==> src/rtl/mem_arb_pkg.sv <==
// Shared types and helpers for the unified-memory arbiter between fetch and data ports.
package mem_arb_pkg;

    typedef enum logic [1:0] {ARB_IDLE, ARB_ACCESS, ARB_RESP} arb_state_t;
    typedef enum logic [1:0] {GNT_NONE, GNT_FETCH, GNT_DATA} arb_grant_t;

    localparam int LAT_W = 3;

    // Width of a counter that must hold values 0..max_val inclusive.
    function automatic int count_width(input int max_val);
        return (max_val > 0) ? $clog2(max_val + 1) : 1;
    endfunction

endpackage

==> src/rtl/register.sv <==
// Generic enabled register with synchronous active-high reset to a constant.
module register #(
    parameter int           N     = 1,
    parameter logic [N-1:0] RESET = '0
) (
    input  logic         clk,
    input  logic         rst,
    input  logic         ena,
    input  logic [N-1:0] d,
    output logic [N-1:0] q
);

    always_ff @(posedge clk) begin
        if (rst)
            q <= RESET;
        else if (ena)
            q <= d;
    end

endmodule

==> src/rtl/rv32i_mem_arbiter.sv <==
// Serialises fetch and data accesses onto one single-ported memory.
// Data has priority; a streak limit guarantees fetch progress under data pressure.
module rv32i_mem_arbiter
    import mem_arb_pkg::*;
#(
    parameter int ADDR_W          = 32,
    parameter int DATA_W          = 32,
    parameter int READ_LATENCY    = 1,
    parameter int MAX_DATA_STREAK = 4
) (
    input  logic              clk,
    input  logic              rst,
    input  logic              if_req,
    input  logic [ADDR_W-1:0] if_addr,
    output logic [DATA_W-1:0] if_rdata,
    output logic              if_valid,
    input  logic              d_req,
    input  logic              d_we,
    input  logic [ADDR_W-1:0] d_addr,
    input  logic [DATA_W-1:0] d_wdata,
    output logic [DATA_W-1:0] d_rdata,
    output logic              d_valid,
    output logic [ADDR_W-1:0] mem_addr,
    output logic [DATA_W-1:0] mem_wr_data,
    output logic              mem_wr_ena,
    input  logic [DATA_W-1:0] mem_rd_data
);

    localparam int                    STREAK_W   = count_width(MAX_DATA_STREAK);
    localparam logic [STREAK_W-1:0]   STREAK_MAX = STREAK_W'(MAX_DATA_STREAK);
    localparam logic [LAT_W-1:0]      LAT_LOAD   = LAT_W'(READ_LATENCY);
    localparam int                    REQ_W      = ADDR_W + 1 + DATA_W;

    arb_state_t           state;
    arb_grant_t           grant;
    arb_grant_t           next_grant;
    logic [LAT_W-1:0]     lat_cnt;
    logic [STREAK_W-1:0]  streak;
    logic                 fetch_forced;
    logic                 capture;
    logic                 last_access;

    logic [ADDR_W-1:0]    sel_addr;
    logic                 sel_we;
    logic [DATA_W-1:0]    sel_wdata;
    logic [ADDR_W-1:0]    lat_addr;
    logic                 lat_we;
    logic [DATA_W-1:0]    lat_wdata;
    logic [DATA_W-1:0]    rdata_q;

    // Fetch only overrides data once the data streak has reached a nonzero limit.
    always_comb begin
        fetch_forced = (MAX_DATA_STREAK != 0) && (streak == STREAK_MAX);
        next_grant   = GNT_NONE;
        sel_addr     = d_addr;
        sel_we       = d_we;
        sel_wdata    = d_wdata;
        if (if_req && (!d_req || fetch_forced)) begin
            next_grant = GNT_FETCH;
            sel_addr   = if_addr;
            sel_we     = 1'b0;
            sel_wdata  = '0;
        end else if (d_req) begin
            next_grant = GNT_DATA;
        end
    end

    assign capture     = (state == ARB_IDLE) && (next_grant != GNT_NONE);
    assign last_access = (state == ARB_ACCESS) && (lat_cnt == '0);

    register #(.N(REQ_W), .RESET('0)) u_req_latch (
        .clk (clk),
        .rst (rst),
        .ena (capture),
        .d   ({sel_addr, sel_we, sel_wdata}),
        .q   ({lat_addr, lat_we, lat_wdata})
    );

    // Stores return zero so the data port never sees stale load data.
    register #(.N(DATA_W), .RESET('0)) u_rdata_q (
        .clk (clk),
        .rst (rst),
        .ena (last_access),
        .d   (lat_we ? '0 : mem_rd_data),
        .q   (rdata_q)
    );

    always_ff @(posedge clk) begin
        if (rst) begin
            state      <= ARB_IDLE;
            grant      <= GNT_NONE;
            lat_cnt    <= '0;
            streak     <= '0;
            if_valid   <= 1'b0;
            d_valid    <= 1'b0;
            mem_wr_ena <= 1'b0;
        end else begin
            if_valid   <= 1'b0;
            d_valid    <= 1'b0;
            mem_wr_ena <= 1'b0;
            case (state)
                ARB_IDLE: begin
                    if (capture) begin
                        state      <= ARB_ACCESS;
                        grant      <= next_grant;
                        lat_cnt    <= LAT_LOAD;
                        mem_wr_ena <= (next_grant == GNT_DATA) && d_we;
                        if (next_grant == GNT_DATA && if_req) begin
                            if (streak != STREAK_MAX)
                                streak <= streak + 1'b1;
                        end else begin
                            streak <= '0;
                        end
                    end
                end
                ARB_ACCESS: begin
                    if (lat_cnt == '0) begin
                        state    <= ARB_RESP;
                        if_valid <= (grant == GNT_FETCH);
                        d_valid  <= (grant == GNT_DATA);
                    end else begin
                        lat_cnt <= lat_cnt - 1'b1;
                    end
                end
                ARB_RESP: begin
                    state <= ARB_IDLE;
                    grant <= GNT_NONE;
                end
                default: begin
                    state <= ARB_IDLE;
                    grant <= GNT_NONE;
                end
            endcase
        end
    end

    assign if_rdata    = if_valid ? rdata_q : '0;
    assign d_rdata     = d_valid  ? rdata_q : '0;
    assign mem_addr    = lat_addr;
    assign mem_wr_data = lat_wdata;

endmodule
==> config.mk <==
export PLATFORM = sky130hd
export DESIGN_NAME = rv32i_mem_arbiter
export DESIGN_NICKNAME = d
export VERILOG_FILES = /design/src/rtl/mem_arb_pkg.sv /design/src/rtl/register.sv /design/src/rtl/rv32i_mem_arbiter.sv
export SDC_FILE = /design/constraint.sdc
export NUM_CORES = 1
export LEC_CHECK = 0
export BUFFER_PORTS_ARGS = -buffer_cell sky130_fd_sc_hd__buf_2
export CORE_MARGIN = 2
export CORE_UTILIZATION = 45
export CTS_CLUSTER_DIAMETER = 120
export CTS_CLUSTER_SIZE = 20
export DETAILED_ROUTE_END_ITERATION = 10
export PLACE_DENSITY = 0.78
export SYNTH_ARGS = -nofsm -noshare
export SYNTH_HDL_FRONTEND = slang
export SYNTH_HIERARCHICAL = 1
export SYNTH_SLANG_ARGS = --single-unit
==> constraint.sdc <==
create_clock -name clk -period 2.15 [get_ports clk]
set_input_delay 0.3225 -clock clk [delete_from_list [all_inputs] [get_ports clk]]
set_output_delay 0.3225 -clock clk [all_outputs]
set_load 0.02 [all_outputs]
==> results of run 1 <==
==> registers in the layout, indices dropped and copies added, names as in the netlist <==
register and flops:
if_valid 1, mem_wr_ena 1, u_rdata_q/q 32, streak 3, state 2, lat_cnt 3
u_req_latch/q 65, grant 2, d_valid 1
==> kinds of logic (layout without fill, tap and decap cells) <==
family / count (synthesis) / in the layout / share of synthesized area (%)
AOI/OAI and AO/OA: 16 / 16 / 2.22
adders and majority gates: 4 / 4 / 0.905
buffers and inverters: 47 / 300 / 7.06
DFF: 110 / 110 / 39.8
muxes: 129 / 129 / 26.3
and+or+nand+nor: 248 / 248 / 23.7
==> power groups by stage <==
stage               Sequential (mW)  Combinational (mW)  Clock (mW)
floorplan                      2.48               0.789           0
global placement               2.36                1.19           0
detailed placement             2.36                1.21           0
CTS                            2.32                1.21        1.74
global route                   2.34                1.30        1.82
finish                         2.32                1.20        1.70
==> cells in the final DEF, fill, tap and decap left out, types with 3 or more instances in the layout <==
| cell | instances |
|---|---|
| buf_2 | 262 |
| dfxtp_1 | 110 |
| nor2_1 | 100 |
| and2_1 | 97 |
| mux2i_1 | 97 |
| nor2b_1 | 34 |
| mux2_4 | 32 |
| buf_4 | 10 |
| clkbuf_16 | 9 |
| inv_1 | 7 |
| buf_12 | 5 |
| o21ai_0 | 4 |
| ha_1 | 4 |
| nand4_1 | 3 |
==> per-stage QoR <==
stage	area, um^2	std cells	util (%)	setup slack, ns
2_1_floorplan	5530	554	-	0.386
3_5_place_dp	6860	938	57.1	0.178
4_1_cts	7160	954	59.6	0.158
5_1_grt	7160	954	59.6	0.0500
3_3_place_gp	6860	938	57.1	0.259
6_report	7160	954	59.6	0.173
==> final cells by class <==
type,instances,area (um^2),share of cell area [%]
multi-input combinational,397,2960,41.3
sequential,110,2200,30.8
timing repair buffer,277,1490,20.8
clock buffer,13,260,3.63
tap,147,184,2.57
clock inverter,3,42.5,0.594
inverter,7,26.3,0.367
==> layer usage <==
layer  vias up  share of wire [%]  track usage, %
met5         -                  0               0
met4         0                1.1            5.22
met3        12                6.3            6.54
met2       141                 50            32.9
met1      2057                 42            21.8
li1       2309                  -               -
==> worst register-to-register path: stages, from the launching register on <==
cell and delay (ns):
dfxtp_1 0.35, inv_1 0.07, ha_1 0.21, a21boi_2 0.22
nand2b_4 0.26, buf_12 0.21, mux2_4 0.32, mux2i_1 0.15
nor2_1 0.05
==> worst paths after layout <==
check | start | end | depth (start not counted)
worst max-delay path | streak[0] | u_req_latch/q[44] | 8
worst min-delay path | d_we | mem_wr_ena | 2
worst max register to register | streak[0] | u_req_latch/q[44] | 8
worst min register to register | grant[0] | d_valid | 1
==> results.md, run 1 <==
- For this configuration, the core starts out at a cell density of 46.0%.
- The global-route total usage across every layer is 18.8%.
- The async set-reset flop share out of synthesis is 0%.
- STA classifies the critical path endpoint as a flip-flop.
- The synthesized area per cell is 9.98 um^2.
- The flow ran to the end, and the final reports show no timing, DRC or antenna violations.
- The share of synthesized area occupied by flip-flops and latches is 39.8%.
- The portion of total power attributed to sequential cells is 44.5%.
- The count of fill cells added during filler insertion is 1068.
- The worst path uses 92.0% of the clock period.
- The post-cts hold buffer count is 0.
- The via count of the first global-routing pass is 4218.
- Final hold analysis gives a worst-case slack of around 0.22 ns.
- The clock tree synthesis step divided the H-tree into 3 levels.
- The cell count after synthesis came out at approximately 550.
- The setup TNS is 0 ns.
- The power after layout is 5.21 mW.
- The hold violation count in the final report was 0.
- The clock arrives with 0.00989 ns of skew.
- The number of antenna violations at the first check in global routing is 0.
- The detailed placer's ending HPWL is 9450 um.
- The commonest cells after synthesis are 110 x dfxtp_1, 102 x nor2_1, 97 x and2_1, 97 x mux2i_1, 34 x nor2b_1.
- The fraction of final layout cells with drive strength greater than 1 is between 40 and 50%.
- In the synthesized netlist the dominant register cell turns out to be dfxtp_1.
- The die covers ~13000 um^2.
- The total power divided by cell area is 728 nW/um^2.
- The floorplan has 40 rows.
- The number of detailed-route iterations in the first pass is 4.
- The analysis attributes to net switching a power of between 1 and 1.5 mW.
- The clock period minus worst slack is 1.98 ns.
- The via total after detailed routing is 4519.
- Across the run, the number of max-cap violations was 0.
- By area the synthesized netlist is led by dfxtp_1 40%, mux2i_1 18%, and2_1 11%.
- At the worst endpoint, the required time is roughly 2.4 ns.
- For the worst setup path, the data arrival time is 2.19 ns.
- The internal portion of the total power is between 3 and 4 mW.
- The core outline area is 12000 um^2.
- The total wirelength of the detailed-routed design is 12900 um.
- The number of vias per cell after detailed routing is 4.74.
- At the pin with the least slew margin, the transition time is 0.651 ns.
- Entering global routing, the biggest net connects 62 pins.
- The total clock sinks is 110.
- Yosys mapped a number of flops with a built-in enable equal to 0.
- The antenna diode instance count is 0.
- The root cell of the clock tree is clkbuf_16.
- The number of pins exceeding their max-slew limit in the final report is 0.
- The register clock-pin slew on the reported worst setup and hold paths is 0.07 ns.
- The per-cell routed wire length is 13.5 um.
- The setup path with the least slack is of type reg2reg.
- The power share of the clock group is 32.5%.
- TritonCTS built the clock tree.
- The post-cts gate resize count is 0.
- TritonCTS created 9 clock buffers.
- The weighted congestion reported at the end of routability-driven placement is roughly 0.8.
- The overall die width is approximately 110 um.
- Across all register-to-register paths, the minimum setup slack is 0.17 ns.
- The layout overhead on the synthesized area is 29.5%.
- Post-CTS timing repair inserted 0 buffers for setup.
- The most common cell in the synthesized netlist is dfxtp_1.
- In the routed design, unresolved DRC markers number 0.
- The clock insertion delay at the later pin of the skew report is 0.35 ns.
- The flip-flop and latch count after synthesis is 110.
- The boundary pin count is 264.
- Timing would allow up to 0.506 GHz.
- The mapped netlist covers 5530 um^2.
- The maximum vdd ir drop is 0.609 mV.
- The total buffers and inverters traversed by the critical path is 2.
- The worst setup path is launched from a flip-flop.
- Broken down by cell family, the worst path's largest delay share belongs to multiplexers.
- The combinational group share of total power is 23.0%.
- Synthesis produced a netlist with a net count of 691.
- After the last flow step, the layout net total stands at ~940.
- Setup violations remaining at the end of the flow were counted as 0.
- The count of nets left with antenna violations once routing finished came out at 0.
- Yosys printed 6 warnings.
- Summed over all cells, the static leakage comes to 3.77 nW.
- The height of the die is 115 um.
- The number of DRC markers after the initial detailed-route iteration is 203.
- Of the post-synthesis cell area, the dominant cell type holds 39.8%.
- The worst pin sits at a relative slew slack of 56.6%.
- The first-pass GRT wire length is 19900 um.
- Setup repair after global routing left no endpoint under its margin.
- The min-delay analysis places its worst path in the category in2reg.
- The signal on the critical path passes through inv_1 > ha_1 > a21boi_2 > nand2b_4 > buf_12 > mux2_4 > mux2i_1 > nor2_1.
- Of all nets on the critical path, the largest fanout is 18.
- Net switching is 28.0% of the power.
- The critical path's slowest cell is dfxtp_1.
- The total overflow reported by the global router is 0.
- Summed over all instances, the cell type with the most area after synthesis is dfxtp_1.
- The critical path's largest stage delay is 0.35 ns.
- The number of distinct library cells after synthesis is 35.
- Input and output buffers added on the ports amount to 263.
- The maximum count of clock buffers along a single path is 2.
No activity file was read; power rests on OpenSTA's default activity.
==> run 2: changes to the inputs <==
--- a/config.mk
+++ b/config.mk
@@ -7,12 +7,11 @@
 export LEC_CHECK = 0
 export BUFFER_PORTS_ARGS = -buffer_cell sky130_fd_sc_hd__buf_2
 export CORE_MARGIN = 2
-export CORE_UTILIZATION = 45
+export CORE_UTILIZATION = 43
 export CTS_CLUSTER_DIAMETER = 120
 export CTS_CLUSTER_SIZE = 20
 export DETAILED_ROUTE_END_ITERATION = 10
-export PLACE_DENSITY = 0.78
+export PLACE_DENSITY = 0.8
 export SYNTH_ARGS = -nofsm -noshare
 export SYNTH_HDL_FRONTEND = slang
-export SYNTH_HIERARCHICAL = 1
 export SYNTH_SLANG_ARGS = --single-unit
==> results.md, run 2 <==
- The run finished with clean final reports.
- The area of the mapped netlist was 4270 um^2 (-23%).
- The largest net degree at the start of global routing came to 44 (-29%).
- The leakage power is 3.13 nW (-17%).
- The per-cell routed wire length is 14.4 um (+6.5%).
- The weighted congestion reported at the end of routability-driven placement came to 0.799 (-0.10%).
- The share of synthesized area occupied by flip-flops and latches came to 51.6% (+12 points).
- The kind of start point of the critical path is a flip-flop.
- The cell count of the worst reg-to-reg path is 7 (-1).
- The worst hold slack across all endpoints was 0.153 ns (-0.0712 ns).
- The max-slew headroom at the worst pin is 48.0% (-8.5 points).
- The number of flip-flops under the largest register name is 65 (unchanged).
- The number of buffers inserted during clock tree synthesis is 9 (unchanged).
- The number of H-tree levels is 3 (unchanged).
- The hold violation count in the final report is 0 (unchanged).
- The area growth from synthesis to layout is 37.4%.
- Sorting the synthesized cells by how often they occur yields 110 x dfxtp_1, 65 x a22o_1, 65 x and2_1.
- The clock skew is 0.0172 ns (+0.00735 ns).
- The global-route total usage across every layer is 20.9% (+2.1 points).
- The max-cap violation count is 0 (unchanged).
- The top cell types in the final layout, fill and taps aside, are 263 x buf_2, 110 x dfxtp_1, 65 x and2_1, 65 x a22o_1, 36 x nand2_1.
- The register clock-pin slew on the reported worst setup and hold paths was 0.11 ns (+0.04 ns).
- The top achievable clock speed came to 0.521 GHz (+3.0%).
- The final-stage net count is 806 (-14%).
- The number of pins exceeding their max-slew limit in the final report was 0 (unchanged).
- The height of the die was 104 um (-9.7%).
- The total overflow reported by the global router is 0 (unchanged).
- The overall die width came to 104 um (-9.7%).
- The clock insertion delay at the later pin of the skew report is 0.37 ns (+0.02 ns).
- The boundary pin count was 264 (unchanged).
- The post-cts hold buffer count is 0 (unchanged).
- The via total after detailed routing is 3981 (-12%).
- The worst setup slack for register-to-register paths is 0.29 ns (+0.12 ns).
- The worst register-to-register path ends at u_req_latch.q[64].
- The number of DRC markers after the initial detailed-route iteration was 166 (-18%).
- The path type of the worst min-delay path is in2reg.
- The number of setup buffers added after CTS is 0 (unchanged).
- The setup-violating endpoint count in the final report is 0 (unchanged).
- The total wirelength of the detailed-routed design is 11600 um (-9.9%).
- The number of synthesized flops with an enable pin is 0 (unchanged).
- The number of antenna violations at the first check in global routing is 0 (unchanged).
- The portion of the clock cycle consumed by the worst path in the final layout was 89.2% (-2.7 points).
- The most numerous cell in the Yosys netlist is dfxtp_1.
- The largest registers in the layout are u_req_latch.q x65, u_rdata_q.q x32.
- The synthesized instance count is 418 (-25%).
- The antenna diode instance count is 0 (unchanged).
- The net switching power was 1.32 mW (-9.2%).
- The cell type with the largest total area after synthesis is dfxtp_1.
- The critical path is of the reg2out type.
- The worst-margin pin slew is 0.778 ns (+0.127 ns).
- The number of warning messages in the yosys log is 0 (-6).
- The switching share of power came to 30.2% (+2.2 points).
- The async set-reset flop share out of synthesis is 0% (unchanged).
- The setup TNS is 0 ns (unchanged).
- The tree is rooted in a clkbuf_8.
- In the post-synthesis netlist, the biggest area contributors are dfxtp_1 52%, a22o_1 13%, and2_1 9.5%.
- The most used flip-flop cell after synthesis is dfxtp_1.
- The count of input and output buffers came to 263 (unchanged).
- The fraction of final layout cells with drive strength greater than 1 is 43.8% (+2.9 points).
- The number of vias per cell after detailed routing is 4.93 (+4.1%).
- The worst-path maximum fanout is 33 (+15).
- The standard cell area after detailed placement is 5680 um^2 (-17%).
- The count of standard-cell rows was 36 (-10%).
- The arrival time reported for the critical path endpoint is 1.60 ns (-0.59 ns).
- The remaining number of nets flagged by the antenna check after routing is 0 (unchanged).
- The first-pass GRT wire length is 18500 um (-7.2%).
- The critical path launch point is if_valid.
- The post-synth net total came to 555 (-20%).
- The internal portion of total power came to 3.07 mW (-18%).
- The synthesized area per cell came to 10.2 um^2 (+2.4%).
- The clock period minus worst slack is 1.92 ns (-0.0584 ns).
- The combinational group share of total power came to 19.7% (-3.3 points).
- The maximum vdd ir drop was 0.375 mV (-38%).
- The area share of the leading cell type in the synthesized netlist was 51.6% (+12 points).
- The flip-flop and latch count after synthesis is 110 (unchanged).
- The final design area excluding fillers was 5870 um^2 (-18%).
- The worst path required time is 1.83 ns (-0.53 ns).
- The number of detailed-route iterations in the first pass is 4 (unchanged).
- The detailed placer's ending HPWL is 8890 um (-6.0%).
- The total power divided by cell area is 748 nW/um^2 (+2.8%).
- The total die area is 10700 um^2 (-19%).
- The number of distinct library cells after synthesis is 29 (-17%).
- Leaving out fill and tap cells, the most frequent cell in the layout is buf_2.
- The termination of the worst setup path is if_rdata[6].
- The core outline area is 9680 um^2 (-19%).
- The TritonCTS clock tree is yes.
- The portion of total power attributed to sequential cells is 53.8% (+9.3 points).
- u_req_latch.q holds more flip-flops than any other register.
- The launch instance of the worst register-to-register path is streak[0].
- The via count of the first global-routing pass is 3899 (-7.6%).
- Setup repair after global routing left no endpoint under its margin.
- The initial core utilization is 44.1% (-1.9 points).
- The type of destination of the critical path is an output port.
- The total DRC errors in the routed layout was 0 (unchanged).
- The maximum count of clock buffers along a single path is 2 (unchanged).
- The total clock sinks is 110 (unchanged).
- The power share of the clock group came to 26.5% (-6.0 points).
-- run 2: changes by cell type after synthesis, moves of 6 or more --
cell and change:
nor2_1 -98, a22o_1 +65, mux2i_1 -64, nand2_1 +37
nor2b_1 -34, and2_1 -32, mux2_4 -32, o21ai_0 +29
buf_2 +10, buf_12 -8, buf_6 -6
-- run 2: per-stage QoR --
stage | utilization [%] | worst slack [ns] | power (mW) | std cells
after detailed placement | 58.7 | 0.0781 | 3.27 | 791
after global placement | 58.7 | 0.188 | 3.23 | 791
after CTS | 60.6 | 0.0353 | 4.43 | 807
after floorplan | - | 0.488 | 2.91 | 418
after global routing | 60.6 | 0.107 | 4.60 | 807
final | 60.6 | 0.231 | 4.39 | 807
-- run 2: layout make-up --
cell class              instances  area (um^2)
fillers                       831         3810
flip-flops and latches        110         2200
multi-input cells             268         1890
repair buffers                272         1400
well taps                     133          166
clock buffers                  11          141
clock inverters                 5         41.3
inverters                       8         30.0
-- run 2: timing repair --
item                       in CTS  in global routing
setup endpoints to repair       0                 32
hold endpoints to repair        0                  0
resized for setup               0                  1
-- run 2: power groups by stage --
stage | logic (mW) | registers (mW) | clock network (mW)
2_1_floorplan | 0.370 | 2.54 | 0
3_3_place_gp | 0.835 | 2.40 | 0
3_5_place_dp | 0.868 | 2.41 | 0
4_1_cts | 0.869 | 2.36 | 1.20
5_1_grt | 0.939 | 2.39 | 1.28
6_report | 0.865 | 2.36 | 1.17
-- run 2: worst min path at each step --
stage	startpoint	to	slack [ns]	cells after the start
floorplan	grant[0]	d_valid	0.41	1
global route	d_wdata[3]	u_req_latch.q[3]	0.14	2
detailed placement	u_req_latch.q[62]	u_req_latch.q[62]	0.44	2
finish	d_wdata[3]	u_req_latch.q[3]	0.15	2
CTS	d_wdata[11]	u_req_latch.q[11]	0.14	2
global placement	u_req_latch.q[37]	u_req_latch.q[37]	0.43	2
-- run 2: cell families after synthesis --
| group | after synthesis | synth area share, % |
|---|---|---|
| AND/OR/NAND/NOR | 120 | 15.2 |
| AO/OA/AOI/OAI | 111 | 20.0 |
| flip-flops | 110 | 51.6 |
| buffers and inverters | 40 | 4.37 |
| multiplexers | 33 | 7.74 |
| adder cells (fa/ha/maj) | 4 | 1.17 |
-- run 2: worst max-delay path, stage by stage, from the launching register on --
cell	delay (ns)
dfxtp_1	0.84
and2_1	0.23
buf_2	0.16
-- run 2: routing by layer --
layer | vias to the layer above | track usage (%) | wire, um
met5 | - | 0 | 0
met4 | 0 | 8.69 | 224
met3 | 21 | 4.97 | 827
met2 | 182 | 38.2 | 5810
met1 | 1811 | 23.3 | 4750
li1 | 1967 | - | -
